File: config.mk
export PLATFORM = sky130hd
export DESIGN_NAME = current_sense_scheduler
export DESIGN_NICKNAME = d
export VERILOG_FILES = /design/src/rtl/current_sense_scheduler.sv
export SDC_FILE = /design/constraint.sdc
export NUM_CORES = 1
export LEC_CHECK = 0
export CORE_ASPECT_RATIO = 1.5
export CORE_MARGIN = 5
export CORE_UTILIZATION = 42
export DETAILED_ROUTE_END_ITERATION = 16
export GPL_ROUTABILITY_DRIVEN = 0
export PLACE_DENSITY_LB_ADDON = 0.08
export SLEW_MARGIN = 0
export SYNTH_ARGS = -nofsm -noshare
export SYNTH_HDL_FRONTEND = slang
export SYNTH_SLANG_ARGS = --single-unit
File: constraint.sdc
create_clock -name clk -period 1.8 [get_ports clk]
set_input_delay 0.36 -clock clk [delete_from_list [all_inputs] [get_ports clk]]
set_output_delay 0.36 -clock clk [all_outputs]
set_load 0.02 [all_outputs]
File: src/rtl/current_sense_scheduler.sv
// current_sense_scheduler: sequences TLI4970 current-sensor reads over a shared
// SPI engine once per update period. Each enabled channel gets one 16-bit
// transfer. Current frames are decoded to signed mA; status frames and
// transfer timeouts raise sticky per-channel error flags.
// Optional feature: define CURRENT_SENSE_OVERCURRENT_EN to enable per-channel
// sticky overcurrent flags against overcurrent_limit.
module current_sense_scheduler #(
    parameter int unsigned NUM_SENSORS    = 4,
    parameter int unsigned CLOCK_FREQ     = 16_000_000,
    parameter int unsigned UPDATE_FREQ    = 1000,
    parameter int unsigned TIMEOUT_CYCLES = 1024
) (
    input  logic                     clk,
    input  logic                     reset,
    input  logic                     enable,
    input  logic [NUM_SENSORS-1:0]   chan_mask,
    output logic                     xfer_req,
    output logic [2:0]               xfer_sel,
    input  logic                     xfer_done,
    input  logic [15:0]              xfer_data,
    output logic [16*NUM_SENSORS-1:0] current,
    output logic [NUM_SENSORS-1:0]   chan_valid,
    output logic [NUM_SENSORS-1:0]   chan_error,
    output logic                     sweep_done,
    output logic                     overrun,
    input  logic                     err_clear,
    input  logic [14:0]              overcurrent_limit,
    output logic [NUM_SENSORS-1:0]   overcurrent
);

    localparam int unsigned PERIOD = CLOCK_FREQ / UPDATE_FREQ;
    localparam int unsigned CNT_W  = (PERIOD > 1) ? $clog2(PERIOD) : 1;
    localparam int unsigned TMO_W  = $clog2(TIMEOUT_CYCLES + 1);
    localparam int unsigned IDX_W  = (NUM_SENSORS > 1) ? $clog2(NUM_SENSORS) : 1;

    typedef enum logic [2:0] {
        IDLE,
        SELECT,
        WAIT,
        STORE,
        NEXT
    } state_t;

    state_t state, state_next;

    logic [CNT_W-1:0]       period_cnt;
    logic                   tick;
    logic [NUM_SENSORS-1:0] mask_q;
    logic [IDX_W-1:0]       chan_idx;
    logic [TMO_W-1:0]       wait_cnt;
    logic                   timeout;
    logic [15:0]            data_q;
    logic [15:0]            frame_val;
    logic [15:0]            cur_q [NUM_SENSORS];

    logic                   first_found;
    logic [IDX_W-1:0]       first_idx;
    logic                   next_found;
    logic [IDX_W-1:0]       next_idx;
    logic                   start_sweep;

    assign tick        = (period_cnt == CNT_W'(PERIOD - 1));
    assign timeout     = (wait_cnt == TMO_W'(TIMEOUT_CYCLES - 1));
    assign frame_val   = {3'b000, data_q[12:0]} - 16'd4096;
    assign start_sweep = tick && enable && first_found;

    // Free-running period counter; the wrap cycle is the sweep tick.
    always_ff @(posedge clk) begin
        if (reset) begin
            period_cnt <= '0;
        end else if (tick) begin
            period_cnt <= '0;
        end else begin
            period_cnt <= period_cnt + 1'b1;
        end
    end

    // Lowest set bit of the live mask, and next set bit above the current channel in the sampled mask.
    always_comb begin
        first_found = 1'b0;
        first_idx   = '0;
        next_found  = 1'b0;
        next_idx    = '0;
        for (int unsigned i = 0; i < NUM_SENSORS; i++) begin
            if (chan_mask[i] && !first_found) begin
                first_found = 1'b1;
                first_idx   = IDX_W'(i);
            end
            if (mask_q[i] && (i > 32'(chan_idx)) && !next_found) begin
                next_found = 1'b1;
                next_idx   = IDX_W'(i);
            end
        end
    end

    // Sweep state register.
    always_ff @(posedge clk) begin
        if (reset) begin
            state <= IDLE;
        end else begin
            state <= state_next;
        end
    end

    // Next-state logic for the sweep sequencer.
    always_comb begin
        state_next = state;
        case (state)
            IDLE:    if (start_sweep) state_next = SELECT;
            SELECT:  state_next = WAIT;
            WAIT: begin
                if (xfer_done) begin
                    state_next = STORE;
                end else if (timeout) begin
                    state_next = NEXT;
                end
            end
            STORE:   state_next = NEXT;
            NEXT:    state_next = next_found ? SELECT : IDLE;
            default: state_next = IDLE;
        endcase
    end

    // Transfer handshake, frame decode and per-channel status registers.
    // Clears are written before sets so a coincident error event wins.
    always_ff @(posedge clk) begin
        if (reset) begin
            xfer_req   <= 1'b0;
            xfer_sel   <= '0;
            mask_q     <= '0;
            chan_idx   <= '0;
            wait_cnt   <= '0;
            data_q     <= '0;
            chan_valid <= '0;
            chan_error <= '0;
            sweep_done <= 1'b0;
            overrun    <= 1'b0;
            for (int unsigned i = 0; i < NUM_SENSORS; i++) begin
                cur_q[i] <= '0;
            end
        end else begin
            sweep_done <= 1'b0;
            if (err_clear) begin
                chan_error <= '0;
                overrun    <= 1'b0;
            end
            if (tick && (state != IDLE)) begin
                overrun <= 1'b1;
            end
            case (state)
                IDLE: begin
                    if (start_sweep) begin
                        mask_q   <= chan_mask;
                        chan_idx <= first_idx;
                    end
                end
                SELECT: begin
                    xfer_req <= 1'b1;
                    xfer_sel <= 3'(chan_idx);
                    wait_cnt <= '0;
                end
                WAIT: begin
                    if (xfer_done) begin
                        xfer_req <= 1'b0;
                        data_q   <= xfer_data;
                    end else if (timeout) begin
                        xfer_req             <= 1'b0;
                        chan_error[chan_idx] <= 1'b1;
                        chan_valid[chan_idx] <= 1'b0;
                    end else begin
                        wait_cnt <= wait_cnt + 1'b1;
                    end
                end
                STORE: begin
                    if (data_q[15]) begin
                        chan_valid[chan_idx] <= 1'b0;
                        chan_error[chan_idx] <= 1'b1;
                    end else begin
                        cur_q[chan_idx]      <= frame_val;
                        chan_valid[chan_idx] <= 1'b1;
                    end
                end
                NEXT: begin
                    if (next_found) begin
                        chan_idx <= next_idx;
                    end else begin
                        sweep_done <= 1'b1;
                    end
                end
                default: ;
            endcase
        end
    end

    for (genvar g = 0; g < NUM_SENSORS; g++) begin : g_cur
        assign current[16*g +: 16] = cur_q[g];
    end

    // Bits 14:13 of a frame carry no current information.
    logic unused_frame_bits;
    assign unused_frame_bits = ^data_q[14:13];

`ifdef CURRENT_SENSE_OVERCURRENT_EN
    logic [15:0]            frame_mag;
    logic [NUM_SENSORS-1:0] oc_q;

    assign frame_mag = frame_val[15] ? (~frame_val + 16'd1) : frame_val;

    // Sticky overcurrent flag per channel, raised on a current frame whose magnitude exceeds the limit.
    always_ff @(posedge clk) begin
        if (reset) begin
            oc_q <= '0;
        end else begin
            if (err_clear) begin
                oc_q <= '0;
            end
            if ((state == STORE) && !data_q[15] && (frame_mag > {1'b0, overcurrent_limit})) begin
                oc_q[chan_idx] <= 1'b1;
            end
        end
    end

    assign overcurrent = oc_q;
`else
    logic unused_limit;
    assign unused_limit = ^overcurrent_limit;
    assign overcurrent  = '0;
`endif

endmodule

# After elaboration in Yosys (flattened, before gate mapping)
# Memory sizes are Yosys's and may differ from the RTL's.
# Index checks and enable logic that the tools add are counted.
# totals
n_memories,1
mem_bits_rw,64
input_bits,40
register_bits,63
word_cells,122
# memory_table
name,depth,word_bits,rd,rd_ports_with_merged_regs,wr,line,source
cur_q,4,16,4,0,4,54,logic [15:0] cur_q [NUM_SENSORS];
# op_classes
n_addsub,3
order_cmp,5
n_reduce_logical,33
muxes,51
n_eq_ne,12
n_bitwise,5
# ops
operator,n
$mux W4,8
$mux W1,23
$mux W11,2
$pmux W11 S2,1
$mux W16,1
$pmux W4 S2,2
$reduce_or A16 Y1,1
$pmux W3 S5,1
$add A14 B1 Y14 const B,1
$eq A14 B14 Y1 const B,1
$mux W2,7
$sub A13 B13 Y14 const B,1
$logic_and A1 B1 Y1,12
$add A11 B1 Y11 const B,1
$eq A11 B10 Y1 const B,1
$ne A2 B2 Y1 const B,5
$mux W3,3
$reduce_and A3 Y1,3
$or A4 B4 Y4,2
$reduce_and A2 Y1,4
$reduce_bool A2 Y1,4
$eq A3 B2 Y1 const B,2
$logic_not A1 Y1,5
$and A4 B4 Y4,1
15 further kinds,17

# Depth between registers and ports, before layout
# Gate-level depths: netlist of run 1.
# depth
depth_word,13
depth_mapped,7
mapped_depth_nobuf,6

# Worst setup path after synthesis of run 1
# Ideal clock, no wire load.
# synth_path
path_kind,register to register
start,register state[0]
end,memory cur_q[3][0] (enable)
required_time_ps,1435
stages_incl_launch_ff,6
t_arrival_ps,1557
slack_ps,-122
n_path_buf,1
setup_time_ps,365
path_cell_list,dfxtp_1 -> clkbuf_1 -> nand3b_1 -> nor2_1 -> nand3_1 -> nand2b_1
# synth_lines
element,line,source
"start, declared",44,"state_t state, state_next;"
"start signal, assigned",101,state <= state_next;
"end, declared",54,

# Final worst setup path of run 1
# layout_path
start,register period_cnt[7]
end,register chan_idx[1]
# layout_between
elab_chain_cells,5
# layout_lines
element,line,source
"start, declared",46,logic [CNT_W-1:0] period_cnt;
"start signal, assigned",74,period_cnt <= period_cnt + 1'b1;
$eq A14 B14 Y1,62,assign tick = (period_cnt == CNT_W'(PERIOD - 1));
$logic_and A1 B1 Y1 (2 in a row),65,assign start_sweep = tick && enable && first_found;
$ne A2 B2 Y1 (no line),n/a,
$reduce_and A3 Y1 (no line),n/a,
"end signal, assigned",154,chan_idx <= first_idx;
"end signal, assigned",185,chan_idx <= next_idx;
"end, declared",49,logic [IDX_W-1:0] chan_idx;
# No other way between the ends.
# A chain may end at the register's enable or synchronous reset.

==> impl_metrics.env, run 1 <==
export IMPL_clk_latency_ns=0.39
export IMPL_crit_path_max_fanout=4
export IMPL_die_w_um=97.0
export IMPL_final_antenna_net_count=0
export IMPL_viasPerCell=4.94
export IMPL_grt_first_pass_wirelength_um=19200
export IMPL_violations="negative setup slack"
export IMPL_yosys_warnings=0
export IMPL_p_per_area_mw_per_mm2=934
export IMPL_firstDrtPassIters=4
export IMPL_row_count=47
export IMPL_globalRoute_totalOverflow=0
export IMPL_fin_nets=647
export IMPL_crit_path_end_kind="register"
export IMPL_crit_arrival_ns=2.16
export IMPL_cts_tree="done"
export IMPL_synth_edf_count=55
export IMPL_ctsHoldBuffers=0
export IMPL_synthFlopType="dfxtp_1"
export IMPL_synth_area_mm2=0.00477
export IMPL_whs_path_depth=2
export IMPL_status="complete, but fails checks"
export IMPL_grt_max_degree=49
export IMPL_areaGrowthSynthToFinish_pct=49.7
export IMPL_synthCells=454
export IMPL_die_h_um=140
export IMPL_vdd_drop_max_v=0.000727
export IMPL_first_global_vias=3895
export IMPL_io_pins=122
export IMPL_clockBufferDepth=2
export IMPL_route_vias_total=3771
export IMPL_synth_area_per_cell_um2=10.5
export IMPL_wirelength_um=11700
export IMPL_slew_violations=0
export IMPL_ys_types=52
export IMPL_antenna_found_initial=0
export IMPL_cp_start_kind="register"
export IMPL_place_hpwl_um=8480
export IMPL_route_detailed_drc=0
export IMPL_setup_viol=9
export IMPL_min_period_ns=1.91
export IMPL_layout_setup_ws_ns=-0.107
export IMPL_cts_sinks=115
export IMPL_routedWlPerCell_um=15.3
export IMPL_antenna_cells=0
export IMPL_use_met1_pct=18.8
export IMPL_fin_crit_sh_pct=106
export IMPL_hold_class="input pin to register"
export IMPL_die_area_mm2=0.0136
export IMPL_start_util_pct=43.1
export IMPL_layout_drive_gt1_share_pct=21.4
export IMPL_port_buffers=99
export IMPL_fin_total_pwr_w=0.00667
export IMPL_cap_violations=0
export IMPL_reg2reg_depth=6
export IMPL_core_area_mm2=0.0111
export IMPL_numCtsBuffers=17
export IMPL_grt_use_total_pct=17.6
export IMPL_top_usage_layer="met2"
export IMPL_yosysSeqAreaShare_pct=59.8
export IMPL_cts_root_buffer="clkbuf_16"
export IMPL_rsz0062_at_grt="yes"
export IMPL_crit_type="register to register"
export IMPL_synthArstFlopShare_pct=0
export IMPL_max_freq_mhz=524
export IMPL_synth_seq_cells=115
export IMPL_setup_tns_ns=-0.490
export IMPL_drtIter0Drc=147
export IMPL_clkTransAtPathRegs_ns=0.05
export IMPL_met3_usage_pct=5.82
export IMPL_grtUsageMet2_pct=32.1
export IMPL_fin_skew_ns=0.00825
export IMPL_finalHoldViolCount=0
export IMPL_h_tree_depth=4
export IMPL_p_leak_nw=2.92
export IMPL_cp_required_ns=2.05
## cell type report
| cell class | instances | area (um2) |
|---|---|---|
| clock inverter | 12 | 164 |
| multi-input combinational | 295 | 1830 |
| inverter | 9 | 33.8 |
| fill | 891 | 3920 |
| tap | 147 | 184 |
| clock buffer | 19 | 433 |
| timing repair buffer | 167 | 1620 |
| sequential | 115 | 2860 |
## logic make-up (layout without fill, tap and decap cells)
group | count (synthesis) | count (layout) | share of synthesized area, %
adder cells (fa/ha/maj) | 2 | 2 | 0.525
multiplexers | 5 | 5 | 1.08
flip-flops | 115 | 115 | 59.8
AO/OA/AOI/OAI | 70 | 70 | 9.13
AND/OR/NAND/NOR | 201 | 201 | 22.2
buffers and inverters | 48 | 207 | 4.91
other | 1 | 5 | 0.0787
XOR/XNOR | 12 | 12 | 2.20
## synth_stat cells (2+ instances only)
cell type	number	share of area [%]
dfxtp_1	60	25
edfxtp_1	55	35
nand2_1	47	3.7
nor2_1	40	3.1
a21oi_1	38	4.0
and3_1	37	4.9
clkbuf_1	22	1.7
buf_4	14	2.2
and2_1	13	1.7
nor3_1	13	1.4
o21ai_0	12	1.3
nand3_1	10	1.0
inv_1	9	0.71
nand2b_1	8	1.0
or3_1	8	1.0
xnor2_1	6	1.1
xor2_1	6	1.1
nand4_1	5	0.66
nor4_1	5	0.66
mux2i_1	4	0.84
o31ai_1	4	0.63
a22o_1	3	0.55
a21o_1	2	0.31
buf_1	2	0.16
ha_1	2	0.52
nand3b_1	2	0.31
nor3b_1	2	0.31
## flip-flops by register name, summed over array words and instances (netlist names), 3 cells and up, named ones only
name and cells:
chan_error 4, cur_q 55, data_q 14, mask_q 3, period_cnt 14, state 3
wait_cnt 11
## stage by stage
stage	instance area, um2	hold slack, ns	instances	worst slack, ns	util, %
final	7140	0.351	764	-0.107	64.6
after global routing	7140	0.349	764	-0.170	64.6
after floorplan	4830	0.430	458	0.00259	-
after global placement	6330	0.457	724	-0.173	57.3
after CTS	7030	0.329	761	-0.0428	63.6
after detailed placement	6330	0.459	724	-0.242	57.3
## metal layers
metal | vias to the layer above | routed length (um)
met3 | 13 | 551
met4 | 0 | 148
met2 | 85 | 6450
li1 | 1904 | -
met1 | 1769 | 4520
met5 | - | 0
## worst max-delay path, cell delays in order (launching register included)
cell and delay, ns:
dfxtp_2 0.32, or3b_4 0.41, nor4_4 0.34, nand3b_1 0.21, buf_6 0.17, a221oi_2 0.26, a311oi_1 0.07
## power breakdown
group          switching, W  internal (W)  total (W)
clock               0.00108       0.00228    0.00336
sequential        0.0000361       0.00280    0.00284
combinational      0.000239      0.000232   0.000471
total               0.00135       0.00532    0.00667
## final timing paths
path	start	endpoint	slack [ns]
worst max-delay path	period_cnt[7]	chan_idx[1]	-0.11
worst min-delay path	reset	data_q[12]	0.35
worst max register to register	period_cnt[7]	chan_idx[1]	-0.11
worst min register to register	xfer_sel[0]	xfer_sel[0]	0.47
## what timing repair did
item | CTS | global route
setup endpoints to repair | 19 | 34
pin swaps | 6 | 14
buffers inserted | 6 | 3
gates resized for setup | 11 | 30
## placed cells by master (no fill, tap or decap), types with 10 or more instances in the layout
cell / n
dfxtp_1: 51
clkdlybuf4s50_1: 88
a21oi_1: 37
dlymetal6s2s_1: 10
and2_1: 12
nand2_1: 47
edfxtp_1: 55
and3_1: 37
nor3_1: 11
clkbuf_16: 17
buf_4: 57
nor2_1: 40
nand3_1: 10
Power figures use the tool's default switching activity.
==> inputs of run 2 (changes only) <==
--- a/config.mk
+++ b/config.mk
@@ -5,6 +5,7 @@
 export SDC_FILE = /design/constraint.sdc
 export NUM_CORES = 1
 export LEC_CHECK = 0
+export ABC_CLOCK_PERIOD_IN_PS = 2300
 export CORE_ASPECT_RATIO = 1.5
 export CORE_MARGIN = 5
 export CORE_UTILIZATION = 42
==> constraint.sdc (replaced) <==
create_clock -name clk -period 2.3 [get_ports clk]
set_input_delay 0.46 -clock clk [delete_from_list [all_inputs] [get_ports clk]]
set_output_delay 0.46 -clock clk [all_outputs]
set_load 0.02 [all_outputs]
==> run 2 against run 1 <==
Against the previous run:
- global-route usage decreased by 0.84 points
- the run now ends clean
- final cell count decreased by 5.6%
- count of clock-buffer cells in the layout decreased by 2
==> impl_metrics.env, run 2 (same netlist as run 1, synthesis figures left out) <==
export IMPL_reg2reg_depth=6
export IMPL_crit_arrival_ns=2.33
export IMPL_min_period_ns=2.07
export IMPL_cp_start_kind="register"
export IMPL_antenna_found_initial=0
export IMPL_max_freq_mhz=483
export IMPL_rsz0062_at_grt="no"
export IMPL_worst_slew_pin_slew_ns=0.561
export IMPL_numCtsBuffers=17
export IMPL_vdd_drop_max_v=0.000619
export IMPL_mostFrequentLayoutCells="98 x clkdlybuf4s50_1, 60 x dfxtp_1, 55 x edfxtp_1"
export IMPL_p_leak_nw=2.52
export IMPL_io_pins=122
export IMPL_multi_input_area_mm2=0.00171
export IMPL_routedWlPerCell_um=15.3
export IMPL_die_h_um=140
export IMPL_relSlewSlack_pct=62.6
export IMPL_cts_tree="done"
export IMPL_crit_type="register to register"
export IMPL_cts_sinks=115
export IMPL_fillerInstances=956
export IMPL_first_global_vias=3573
export IMPL_place_hpwl_um=8020
export IMPL_regMostFlops="cur_q"
export IMPL_viasPerCell=5.06
export IMPL_layout_commonest_cell="clkdlybuf4s50_1"
export IMPL_core_area_mm2=0.0111
export IMPL_hold_class="register to register"
export IMPL_reg_top3="cur_q: 55 flops, data_q: 14 flops, period_cnt: 14 flops"
export IMPL_wirelength_um=11000
export IMPL_grt_use_total_pct=16.7
export IMPL_slew_violations=0
export IMPL_fin_nets=603
export IMPL_route_detailed_drc=0
export IMPL_fin_skew_ns=0.00795
export IMPL_r2r_start="wait_cnt[4]"
export IMPL_layout_drive_gt1_share_pct=11.8
export IMPL_regArea_mm2=0.00285
export IMPL_port_buffers=99
export IMPL_placed_area_mm2=0.00592
export IMPL_cap_violations=0
export IMPL_route_vias_total=3649
export IMPL_h_tree_depth=4
export IMPL_antenna_cells=0
export IMPL_setup_tns_ns=0
export IMPL_clkTransAtPathRegs_ns=0.06
export IMPL_die_area_mm2=0.0136
export IMPL_finalHoldViolCount=0
export IMPL_clk_latency_ns=0.40
export IMPL_grt_first_pass_wirelength_um=18000
export IMPL_status="finished clean"
export IMPL_ctsHoldBuffers=0
export IMPL_r2r_setup_slack_ns=0.23
export IMPL_grt_max_degree=49
export IMPL_die_w_um=97.0
export IMPL_cp_required_ns=2.56
export IMPL_fin_area_mm2=0.00657
export IMPL_clockBufferDepth=2
export IMPL_cts_root_buffer="clkbuf_16"
export IMPL_globalRoute_totalOverflow=0
export IMPL_final_antenna_net_count=0
export IMPL_areaGrowthSynthToFinish_pct=37.8
export IMPL_crit_path_end_kind="register"
export IMPL_firstDrtPassIters=4
export IMPL_drtIter0Drc=151
export IMPL_crit_path_max_fanout=7
export IMPL_largest_reg_flops=55
export IMPL_setup_viol=0
export IMPL_start_util_pct=43.1
export IMPL_timing_critical_path_from="wait_cnt[4]"
export IMPL_fin_crit_sh_pct=90.1
export IMPL_p_per_area_mw_per_mm2=789
export IMPL_row_count=47
==> run 2: area by class of cell <==
class,instances,share of cell area [%]
clock buffers,17,6.48
clock inverters,15,2.78
well taps,147,2.80
inverters,9,0.514
flip-flops and latches,115,43.4
multi-input cells,295,26.1
repair buffers,123,17.9
==> run 2: worst min path at each step <==
stage          slack, ns  cells after the start       endpoint           from
4_1_cts             0.46                      1  period_cnt[0]  period_cnt[0]
2_1_floorplan       0.43                      1  period_cnt[0]  period_cnt[0]
3_3_place_gp        0.45                      1  period_cnt[0]  period_cnt[0]
3_5_place_dp        0.45                      1  period_cnt[0]  period_cnt[0]
5_1_grt             0.49                      1  chan_error[3]  chan_error[3]
6_report            0.46                      1  period_cnt[0]  period_cnt[0]
==> run 2: through the flow <==
stage,cells,hold WS (ns),util [%],worst slack [ns],power (W)
final,721,0.457,59.4,0.228,0.00519
after global routing,721,0.495,59.4,0.0821,0.00538
after CTS,717,0.464,59.1,0.216,0.00524
after detailed placement,685,0.451,53.5,-0.0353,0.00258
after global placement,685,0.449,53.5,0.0528,0.00257
after floorplan,458,0.430,-,0.378,0.00242
==> run 2: layer usage <==
metal	global-route usage [%]	part of all wire, %	wire (um)	up-vias
met5	0	0	0	-
met4	7.54	2.3	251	0
met3	4.58	4.2	466	15
met2	29.9	54	5990	88
met1	18.3	39	4310	1730
li1	-	-	-	1816
==> run 2: worst max-delay path, stage by stage, from the launching register on <==
cell and delay (ns):
dfxtp_1 0.43, nand3_2 0.15, buf_4 0.17, or4_4 0.53, o31a_4 0.34, o31ai_1 0.21
a21oi_1 0.09
==> run 2: power breakdown <==
part	internal, W	switching [W]
Clock	0.00171	0.000939
Combinational	0.000146	0.000175
Sequential	0.00219	0.0000264
==> run 2: repair_timing <==
item	in CTS	in global routing
resized for setup	1	0
pin swaps	0	1
buffers inserted	0	4
gates cloned	0	0
endpoints found under the setup margin	2	1
